--- src/rtl/siganfu_fire_arbiter_if.sv ---
`default_nettype none
// +----------------------------------------------------------------------+
// | siganfu_fire_arbiter_if : console-side / gun-side bundle of arbiter   |
// | Rev 1.0                                                               |
// +----------------------------------------------------------------------+
interface siganfu_fire_arbiter_if #(
    parameter int NREQ = 4
);
    logic [NREQ-1:0] req;
    logic [NREQ-1:0] lock_in;
    logic [NREQ-1:0] enemy_in;
    logic [NREQ-1:0] mode_in;
    logic [2:0]      gun_state;
    logic [NREQ-1:0] grant;
    logic            fire_command;
    logic            target_locked;
    logic            is_enemy;
    logic            firing_mode;
    logic            halted;

    modport master (
        output req, lock_in, enemy_in, mode_in, gun_state,
        input  grant, fire_command, target_locked, is_enemy, firing_mode, halted
    );

    modport slave (
        input  req, lock_in, enemy_in, mode_in, gun_state,
        output grant, fire_command, target_locked, is_enemy, firing_mode, halted
    );
endinterface
`default_nettype wire

--- src/rtl/siganfu_fire_arbiter.sv ---
`default_nettype none
// +----------------------------------------------------------------------+
// | siganfu_fire_arbiter : round-robin, quantum-limited gun sharing       |
// | Rev 1.0                                                               |
// +----------------------------------------------------------------------+
module siganfu_fire_arbiter #(
    parameter int NREQ    = 4,
    parameter int QUANTUM = 16,
    parameter int GAP     = 2
) (
    input  logic                    sysclk,
    input  logic                    reboot_n,
    siganfu_fire_arbiter_if.slave   bus
);
    localparam int PW = (NREQ > 1) ? $clog2(NREQ) : 1;
    localparam int QW = $clog2(QUANTUM + 1);
    localparam int GW = $clog2(GAP + 1);

    localparam logic [1:0] IDLE = 2'd0;
    localparam logic [1:0] OWN  = 2'd1;
    localparam logic [1:0] GAPS = 2'd2;
    localparam logic [1:0] HALT = 2'd3;

    logic [1:0]      state_q,  state_d;
    logic [NREQ-1:0] grant_q,  grant_d;
    logic [PW-1:0]   owner_q,  owner_d;
    logic [PW-1:0]   ptr_q,    ptr_d;
    logic [QW-1:0]   qcnt_q,   qcnt_d;
    logic [GW-1:0]   gcnt_q,   gcnt_d;
    logic            fire_q,   fire_d;
    logic            lock_q,   lock_d;
    logic            enemy_q,  enemy_d;
    logic            mode_q,   mode_d;
    logic            halted_q, halted_d;

    logic            pick_valid;
    logic [PW-1:0]   pick_idx;
    logic            others_req;
    logic            start_own;
    int              idx;

    // Scan from farthest to nearest so the first requester after ptr wins.
    always_comb begin
        pick_valid = 1'b0;
        pick_idx   = '0;
        idx        = 0;
        for (int k = NREQ; k >= 1; k--) begin
            idx = int'(ptr_q) + k;
            if (idx >= NREQ) idx = idx - NREQ;
            if (bus.req[idx]) begin
                pick_valid = 1'b1;
                pick_idx   = idx[PW-1:0];
            end
        end
    end

    assign others_req = |(bus.req & ~grant_q);

    always_comb begin
        state_d   = state_q;
        grant_d   = grant_q;
        owner_d   = owner_q;
        ptr_d     = ptr_q;
        qcnt_d    = qcnt_q;
        gcnt_d    = gcnt_q;
        fire_d    = 1'b0;
        lock_d    = 1'b0;
        enemy_d   = 1'b0;
        mode_d    = mode_q;
        halted_d  = halted_q;
        start_own = 1'b0;

        case (state_q)
            IDLE: begin
                start_own = pick_valid;
            end
            OWN: begin
                if (!bus.req[owner_q] ||
                    (qcnt_q == QW'(QUANTUM) && others_req)) begin
                    state_d = GAPS;
                    grant_d = '0;
                    mode_d  = 1'b0;
                    ptr_d   = owner_q;
                    gcnt_d  = '0;
                end else begin
                    fire_d  = bus.req[owner_q];
                    lock_d  = bus.lock_in[owner_q];
                    enemy_d = bus.enemy_in[owner_q];
                    if (others_req && bus.gun_state != 3'd3 &&
                        bus.gun_state != 3'd4 && qcnt_q != QW'(QUANTUM))
                        qcnt_d = qcnt_q + 1'b1;
                end
            end
            GAPS: begin
                // The final dead cycle arbitrates so the next owner appears
                // exactly GAP cycles after the previous one let go.
                if (gcnt_q == GW'(GAP - 1)) begin
                    gcnt_d = '0;
                    if (pick_valid) start_own = 1'b1;
                    else            state_d   = IDLE;
                end else begin
                    gcnt_d = gcnt_q + 1'b1;
                end
            end
            HALT: begin
                state_d = HALT;
            end
            default: begin
                state_d = IDLE;
            end
        endcase

        if (start_own) begin
            state_d = OWN;
            grant_d = {{(NREQ-1){1'b0}}, 1'b1} << pick_idx;
            owner_d = pick_idx;
            mode_d  = bus.mode_in[pick_idx];
            qcnt_d  = '0;
        end

        if (bus.gun_state == 3'd5) begin
            state_d  = HALT;
            grant_d  = '0;
            fire_d   = 1'b0;
            lock_d   = 1'b0;
            enemy_d  = 1'b0;
            mode_d   = 1'b0;
            halted_d = 1'b1;
        end
    end

    always_ff @(posedge sysclk or negedge reboot_n) begin
        if (!reboot_n) begin
            state_q  <= IDLE;
            grant_q  <= '0;
            owner_q  <= '0;
            ptr_q    <= PW'(NREQ - 1);
            qcnt_q   <= '0;
            gcnt_q   <= '0;
            fire_q   <= 1'b0;
            lock_q   <= 1'b0;
            enemy_q  <= 1'b0;
            mode_q   <= 1'b0;
            halted_q <= 1'b0;
        end else begin
            state_q  <= state_d;
            grant_q  <= grant_d;
            owner_q  <= owner_d;
            ptr_q    <= ptr_d;
            qcnt_q   <= qcnt_d;
            gcnt_q   <= gcnt_d;
            fire_q   <= fire_d;
            lock_q   <= lock_d;
            enemy_q  <= enemy_d;
            mode_q   <= mode_d;
            halted_q <= halted_d;
        end
    end

    assign bus.grant         = grant_q;
    assign bus.fire_command  = fire_q;
    assign bus.target_locked = lock_q;
    assign bus.is_enemy      = enemy_q;
    assign bus.firing_mode   = mode_q;
    assign bus.halted        = halted_q;

endmodule
`default_nettype wire

--- src/flat_wrapper.sv ---
// flat-port wrapper written by rule: the top's interface ports become plain ports
module siganfu_fire_arbiter_flat 
#(
    parameter int NREQ    = 4,
    parameter int QUANTUM = 16,
    parameter int GAP     = 2
)
  (sysclk, reboot_n, bus_req, bus_lock_in, bus_enemy_in, bus_mode_in, bus_gun_state, bus_grant, bus_fire_command, bus_target_locked, bus_is_enemy, bus_firing_mode, bus_halted);
  siganfu_fire_arbiter_if #(.NREQ(NREQ)) bus_i ();
  input  logic sysclk;
  input  logic reboot_n;
  input wire logic [$bits(bus_i.req)-1:0] bus_req;
  input wire logic [$bits(bus_i.lock_in)-1:0] bus_lock_in;
  input wire logic [$bits(bus_i.enemy_in)-1:0] bus_enemy_in;
  input wire logic [$bits(bus_i.mode_in)-1:0] bus_mode_in;
  input wire logic [$bits(bus_i.gun_state)-1:0] bus_gun_state;
  output wire logic [$bits(bus_i.grant)-1:0] bus_grant;
  output wire logic [$bits(bus_i.fire_command)-1:0] bus_fire_command;
  output wire logic [$bits(bus_i.target_locked)-1:0] bus_target_locked;
  output wire logic [$bits(bus_i.is_enemy)-1:0] bus_is_enemy;
  output wire logic [$bits(bus_i.firing_mode)-1:0] bus_firing_mode;
  output wire logic [$bits(bus_i.halted)-1:0] bus_halted;
  assign bus_i.req = bus_req;
  assign bus_i.lock_in = bus_lock_in;
  assign bus_i.enemy_in = bus_enemy_in;
  assign bus_i.mode_in = bus_mode_in;
  assign bus_i.gun_state = bus_gun_state;
  assign bus_grant = bus_i.grant;
  assign bus_fire_command = bus_i.fire_command;
  assign bus_target_locked = bus_i.target_locked;
  assign bus_is_enemy = bus_i.is_enemy;
  assign bus_firing_mode = bus_i.firing_mode;
  assign bus_halted = bus_i.halted;
  siganfu_fire_arbiter #(.NREQ(NREQ), .QUANTUM(QUANTUM), .GAP(GAP)) u_core (.sysclk(sysclk), .reboot_n(reboot_n), .bus(bus_i));
endmodule
--- config.mk ---
export PLATFORM = sky130hd
export DESIGN_NAME = siganfu_fire_arbiter_flat
export DESIGN_NICKNAME = d
export VERILOG_FILES = /design/src/rtl/siganfu_fire_arbiter_if.sv /design/src/rtl/siganfu_fire_arbiter.sv /design/src/flat_wrapper.sv
export SDC_FILE = /design/constraint.sdc
export NUM_CORES = 1
export LEC_CHECK = 0
export ABC_AREA = 1
export BUFFER_PORTS_ARGS = -buffer_cell sky130_fd_sc_hd__buf_2
export CORE_MARGIN = 5
export CORE_UTILIZATION = 55
export DETAILED_ROUTE_END_ITERATION = 8
export GPL_TIMING_DRIVEN = 0
export PLACE_DENSITY = 0.8
export SLEW_MARGIN = 20
export SYNTH_ARGS = -nofsm -noshare
export SYNTH_HDL_FRONTEND = slang
export SYNTH_SLANG_ARGS = --single-unit
--- constraint.sdc ---
create_clock -name sysclk -period 2.9 [get_ports sysclk]
set_input_delay 0.725 -clock sysclk [delete_from_list [all_inputs] [get_ports sysclk]]
set_output_delay 0.725 -clock sysclk [all_outputs]
set_load 0.02 [all_outputs]
==> results by group, run 1 <==
Yosys
  • Post-synth EDFFs: 0
  • Synth Flop Type: dfrtp_1
  • Ys async rst share: 100%
  • Synthesized net count: between 200 and 250
  • Syn_area_per_cell: 7.35 sq um
  • Synth top area share: roughly 35%
  • Number of library cell types mapped by synthesis: 32
  • Syn. warnings: 0
  • Synth area leaders: dfrtp_1 35%, nand2_1 13%, nand3_1 6.6%
  • Syn Inst Count: 197
  • Mapped Area: approximately 1400 sq um
  • Largest area contributor in the netlist: dfrtp_1
  • Seq cells post-synth: 22
  • Register area share after synthesis: between 30% and 40%

Cells and area
  • Leading cell type in the layout, fill and taps excluded: nand2_1
  • Antenna diode count: 0
  • Most frequent cells in the layout: 51 x nand2_1, 30 x buf_2, 22 x inv_1, 20 x dfrtp_1, 19 x nand3_1
  • Final Net Count: 254
  • Layout cells sized above 1: 27.0%
  • Area delta synth->final: 16.2%
  • Seq. cell area: ~550 sq um
  • Filler cells: about 210
  • Finished Layout Cells: 260
  • Area of the multi-input gates: between 700 and 800 sq um

Die
  • Full die area: around 3800 sq um
  • Initial core utilization: between 50% and 60%
  • Die height: approximately 61 microns
  • Number of I/O pins: 30
  • Die X: between 60 and 70 microns
  • Core Region: ~2500 sq um
  • Row count: 18

Clock network
  • H-tree depth: 1
  • Root Driver: clkbuf_4
  • CTS hold repair buffers: 0
  • CTS tree: yes
  • CTS resizes: 0
  • Worst-skew pair later-pin latency: 310 ps
  • Postcts setup bufs: 0
  • Clock buffer count from CTS: 3
  • Sink Count: 22
  • Clock Path Buffers: 2
  • Clk slew on worst S/H paths: about 130 ps

Placement
  • IO buf count: 29
  • Placed cell count: between 200 and 300
  • Worst slack, placed: a little under 900 ps
  • RD Place Congestion: about 0.86
  • Detailed Place HPWL: 2.71 mm

Route
  • DR pass1 iterations: 4
  • Antenna viol nets, final: 0
  • Post-route DRC: 0
  • Final wirelength: approximately 3.4 mm
  • Starting DRT DRC Count: between 100 and 150
  • Vias: ~1.4k
  • Average wire per standard cell: roughly 13 microns
  • Vias per Instance: 5.41

Timing
  • Worst Setup Slack, final: around 1100 ps
  • RSZ-0062 raised after global routing: no
  • Relative slew slack: around 68%
  • FMAX: 547 MHz
  • Final period util: a little over three fifths
  • Worst Skew: around 4.5 ps
  • Slew at the pin closest to its max-slew limit: a little under 500 ps
  • Setup Viol. Count Final: 0
  • Max-slew violations: 0
  • Fin crit period: 1830 ps
  • Hold Fails Final Rpt: 0
  • Setup TNS: 0 ps

Worst setup path
  • R2r worst-path depth: 10
  • Worst Setup Start Kind: register
  • Crit end category: register
  • R2r setup slk: approximately 1100 ps
  • Worst r2r src: u_core.ptr_q[0]$_DFFE_PN1P_
  • Worst reg2reg endpoint: u_core.state_q[1]$_DFFE_PN0P_
  • Worst Path Max Fanout: 10
  • Worst path arrival time: between 2000 and 2500 ps
  • Setup CP Type: register to register
  • Req. time, crit path: a little over 3000 ps

Power and ir drop
  • Total power: 1.72 mW
  • PwrDens: 1020 nW/um^2
  • Maximum resistive drop on vdd: 0.776 mV
  • Leak: between 0.9 and 1 nW

Worst hold path
  • HP Class: input pin to async pin

GRT
  • Global-route wire length before repair: approximately 5.6 mm
  • Initial antenna violation count: 0
  • Vias in the first global route: between 1k and 1.5k
  • Overflow after GRT: 0
  • Largest net degree at the start of global routing: 23
  • Total track usage: between 10% and 20%

Status
  • Status: finished clean

Run
  • Max cap viols: 0
==> flip-flops by register name (all words and copies together) (netlist names) <==
signal / cells
u_core.qcnt_q: 5
u_core.owner_q: 2
u_core.bus.firing_mode: 1
u_core.bus.halted: 1
u_core.ptr_q: 2
u_core.bus.target_locked: 1
u_core.state_q: 2
u_core.bus.is_enemy: 1
u_core.bus.grant: 4
u_core.gcnt_q: 2
u_core.bus.fire_command: 1
==> final cells by class <==
cell class	instances	share of cell area, %
Tap cell	30	2.23
Clock inverter	1	1.78
Inverter	28	6.69
Timing Repair Buffer	29	8.62
Sequential cell	22	32.8
Multi-Input combinational cell	144	44.9
Buffer	3	1.63
Clock buffer	3	1.34
==> per-stage QoR <==
step / utilization, % / area, sq um / hold WS (ps)
finish: 67.4 / 1680 / 351
global route: 67.4 / 1680 / 369
CTS: 67.4 / 1680 / 363
detailed placement: 65.3 / 1630 / 468
global placement: 65.3 / 1630 / 448
floorplan: - / 1450 / 429
==> how the worst max path moves through the flow <==
stage | startpoint | end | slack [ps] | cells past startpoint
after detailed placement | bus_req[3] | u_core.state_q[1]$_DFFE_PN0P_ | 870 | 11
after CTS | u_core.ptr_q[0]$_DFFE_PN1P_ | u_core.state_q[1]$_DFFE_PN0P_ | 1100 | 10
after global routing | u_core.ptr_q[0]$_DFFE_PN1P_ | u_core.bus.firing_mode$_DFFE_PN0P_ | 890 | 14
after global placement | bus_req[3] | u_core.bus.grant[2]$_DFFE_PN0P_ | 940 | 12
final | u_core.ptr_q[0]$_DFFE_PN1P_ | u_core.state_q[1]$_DFFE_PN0P_ | 1070 | 10
after floorplan | bus_req[3] | u_core.bus.grant[3]$_DFFE_PN0P_ | 1220 | 11
==> cells in the mapped netlist, types with 2 or more instances <==
library cell	count
buf_6	2
nand3_1	19
ha_1	2
inv_1	22
nand2_1	51
xor2_1	2
nand2_2	7
nand3_2	2
dfstp_2	2
nand2_4	2
o22ai_1	3
nor2_1	17
dfrtp_1	20
a21oi_1	6
o31ai_1	5
inv_2	4
o21ai_1	3
o21ai_0	13
nor2_2	2
==> power breakdown <==
| part | switching (mW) | internal [mW] |
|---|---|---|
| Combinational | 0.687 | 0.333 |
| Clock | 0.0962 | 0.140 |
| Sequential | 0.0589 | 0.409 |
==> critical path: stages, from the launching register on <==
cell,delay [ps]
dfstp_2,550
buf_6,140
inv_6,50
nand2_2,70
nand4_2,150
nor2_2,150
nor2_2,60
o21ai_4,120
nand3_1,130
o21ai_0,230
a21oi_1,60
==> layer usage <==
metal	track usage (%)	vias up	share of wire, %
met4	5.26	0	1.3
met1	25.2	646	43
met2	34.7	49	49
met5	0	-	0
met3	3.56	7	6.4
li1	-	705	-
==> logic make-up after synthesis <==
group | after synthesis | share of synthesized area (%)
AOI/OAI and AO/OA | 35 | 15.5
xor gates and xnor gates | 3 | 1.81
adders and majority gates | 2 | 1.73
buffers and inverters | 31 | 9.67
DFF | 22 | 38.2
and+or+nand+nor | 104 | 33.2
Power figures use the tool's default switching activity.
==> run 2, diff against run 1 <==
CORE_UTILIZATION = 54   (was 55)
PLACE_DENSITY = 0.79   (was 0.8)
clock period = 1.8 ns   (was 2.9 ns; I/O delays follow)
==> run 2 against run 1 <==
Setup slack worse by 1000 ps. Highest routed layer unchanged. Cell area is 5.3% higher. Clock skew grew 5.8 ps. Final cell count is 1.2% higher. Clock-buffer cell count is the same. First-iteration DRC count grew 2.8%. Global-route usage fell by 0.85 points. Clock power grew 58%. Core utilization up 3.0 points. Non-clock buffer count grew 3. Register-to-register slack got worse by 1000 ps.
==> results by group, run 2 (synthesized netlist as in run 1, its figures left out) <==
Status
  • Status: finished clean

Route
  • Final wirelength: 3.46 mm (+0.82%)
  • Vias per Instance: 5.45 (+0.76%)
  • Vias: 1,434 (+1.9%)
  • Post-route DRC: 0 (unchanged)
  • Antenna viol nets, final: 0 (unchanged)
  • Starting DRT DRC Count: 112 (+2.8%)
  • Average wire per standard cell: 13.2 microns (-0.33%)
  • DR pass1 iterations: 5 (+1)

GRT
  • Global-route wire length before repair: 5.51 mm (-2.3%)
  • Vias in the first global route: 1,333 (-1.3%)
  • Total track usage: 19.0% (-0.85 points)
  • Largest net degree at the start of global routing: 23 (unchanged)
  • Overflow after GRT: 0 (unchanged)
  • Initial antenna violation count: 0 (unchanged)

Worst setup path
  • Worst Path Max Fanout: 9 (-1)
  • Setup CP Type: register to register
  • Worst Setup Start Kind: register
  • R2r setup slk: 30 ps (-1040 ps)
  • Crit end category: register
  • R2r worst-path depth: 11 (+1)
  • Worst r2r src: u_core.ptr_q[0]$_DFFE_PN1P_
  • Worst reg2reg endpoint: u_core.bus.grant[1]$_DFFE_PN0P_
  • Req. time, crit path: 2040 ps (-1070 ps)
  • Worst path arrival time: 2000 ps (-40 ps)

Clock network
  • Clock buffer count from CTS: 3 (unchanged)
  • Clk slew on worst S/H paths: 130 ps (about the same)
  • Root Driver: clkbuf_4
  • CTS hold repair buffers: 0 (unchanged)
  • Clock Path Buffers: 2 (unchanged)
  • Worst-skew pair later-pin latency: 310 ps (about the same)
  • CTS tree: yes
  • H-tree depth: 1 (unchanged)
  • Sink Count: 22 (unchanged)

Placement
  • Cell area after placement: 1630 sq um (unchanged)
  • Detailed Place HPWL: 2.56 mm (-5.7%)
  • RD Place Congestion: 0.853 (-0.81%)
  • IO buf count: 29 (unchanged)

Worst hold path
  • HP Class: input pin to async pin

Timing
  • Relative slew slack: 68.4% (+0.82 points)
  • Setup Viol. Count Final: 0 (unchanged)
  • Setup TNS: 0 ps (unchanged)
  • RSZ-0062 raised after global routing: yes
  • Hold Fails Final Rpt: 0 (unchanged)
  • Worst Skew: 10.3 ps (+5.83 ps)
  • Max-slew violations: 0 (unchanged)
  • Fin crit period: 1770 ps (-61.7 ps)
  • Final period util: 98.2% (+35 points)
  • FMAX: 566 MHz (+3.5%)
  • Slew at the pin closest to its max-slew limit: 475 ps (-12.3 ps)

Die
  • Die X: 61.8 microns (+0.77%)
  • Die height: 61.8 microns (+0.77%)
  • Full die area: 3820 sq um (+1.6%)
  • Number of I/O pins: 30 (unchanged)
  • Core Region: 2520 sq um (+0.90%)
  • Row count: 18 (unchanged)
  • Initial core utilization: 57.4% (-0.52 points)

Cells and area
  • Layout cells sized above 1: 33.5% (+6.5 points)
  • Most frequent cells in the layout: 45 x nand2_1, 30 x buf_2, 21 x inv_1, 20 x dfrtp_1
  • Largest register FFs: 5 (unchanged)
  • Area delta synth->final: 22.5%
  • Fin area: 1770 sq um (+5.3%)
  • Final Net Count: 257 (+1.2%)
  • Register bank with the most flops: u_core.qcnt_q
  • Leading cell type in the layout, fill and taps excluded: nand2_1
  • Antenna diode count: 0 (unchanged)

Power and ir drop
  • PwrDens: 1670 nW/um^2 (+63%)
  • Leak: 0.931 nW (+3.0%)
  • Maximum resistive drop on vdd: 1.10 mV (+41%)

Run
  • Max cap viols: 0 (unchanged)
[run 2: stage by stage]
stage          power [mW]  cells  setup WS [ps]  util [%]  hold slack, ps
3_5_place_dp         2.37    256           56.4      64.7             441
2_1_floorplan        2.01    197            238         -             154
3_3_place_gp         2.31    256            107      64.7             427
4_1_cts              2.75    260           13.0      66.8            88.7
6_report             2.96    263           32.9      70.3            71.4
5_1_grt              3.26    263           -115      70.3            88.3
[run 2: where the power goes]
part | leakage (nW) | total, mW | internal, mW | switching (mW)
registers | 0.280 | 0.766 | 0.660 | 0.106
clock network | 0.0279 | 0.374 | 0.225 | 0.149
logic | 0.623 | 1.82 | 0.631 | 1.19
[run 2: final cells by class]
cell class,instances,area [sq um]
Fill cell,215,748
Sequential cell,22,553
Timing Repair Buffer,32,168
Tap cell,30,37.5
Buffer,3,31.3
Inverter,28,113
Clock inverter,1,30.0
Clock buffer,3,22.5
Multi-Input combinational cell,144,820
[run 2: worst max path at each step]
stage	depth (start not counted)	slack (ps)	startpoint	end
2_1_floorplan	14	240	u_core.ptr_q[0]$_DFFE_PN1P_	u_core.bus.firing_mode$_DFFE_PN0P_
3_3_place_gp	11	110	u_core.ptr_q[0]$_DFFE_PN1P_	u_core.bus.grant[2]$_DFFE_PN0P_
3_5_place_dp	11	60	u_core.ptr_q[0]$_DFFE_PN1P_	u_core.bus.grant[1]$_DFFE_PN0P_
4_1_cts	11	10	u_core.ptr_q[0]$_DFFE_PN1P_	u_core.bus.grant[1]$_DFFE_PN0P_
5_1_grt	14	-110	u_core.ptr_q[0]$_DFFE_PN1P_	u_core.bus.firing_mode$_DFFE_PN0P_
6_report	11	30	u_core.ptr_q[0]$_DFFE_PN1P_	u_core.bus.grant[1]$_DFFE_PN0P_
[run 2: routing by layer]
metal	track usage, %	up-vias	routed length, microns
met3	3.31	4	235
met2	32.3	45	1710
li1	-	709	-
met5	0	-	0
met1	25.3	676	1490
met4	4.55	0	28
[run 2: what timing repair did]
item                       CTS  global route
setup endpoints to repair    0            12
buffers inserted             0             3
resized for setup            0            19
[run 2: critical path, cell delays in order (launching register included)]
cell and delay (ps):
dfstp_2 560, buf_8 130, inv_6 50, nand2_2 90, nand4_4 120, nor2_4 160
nor2_4 50, o21ai_4 120, nand2_4 80, a21oi_4 170, nand2_1 80, o21ai_1 80
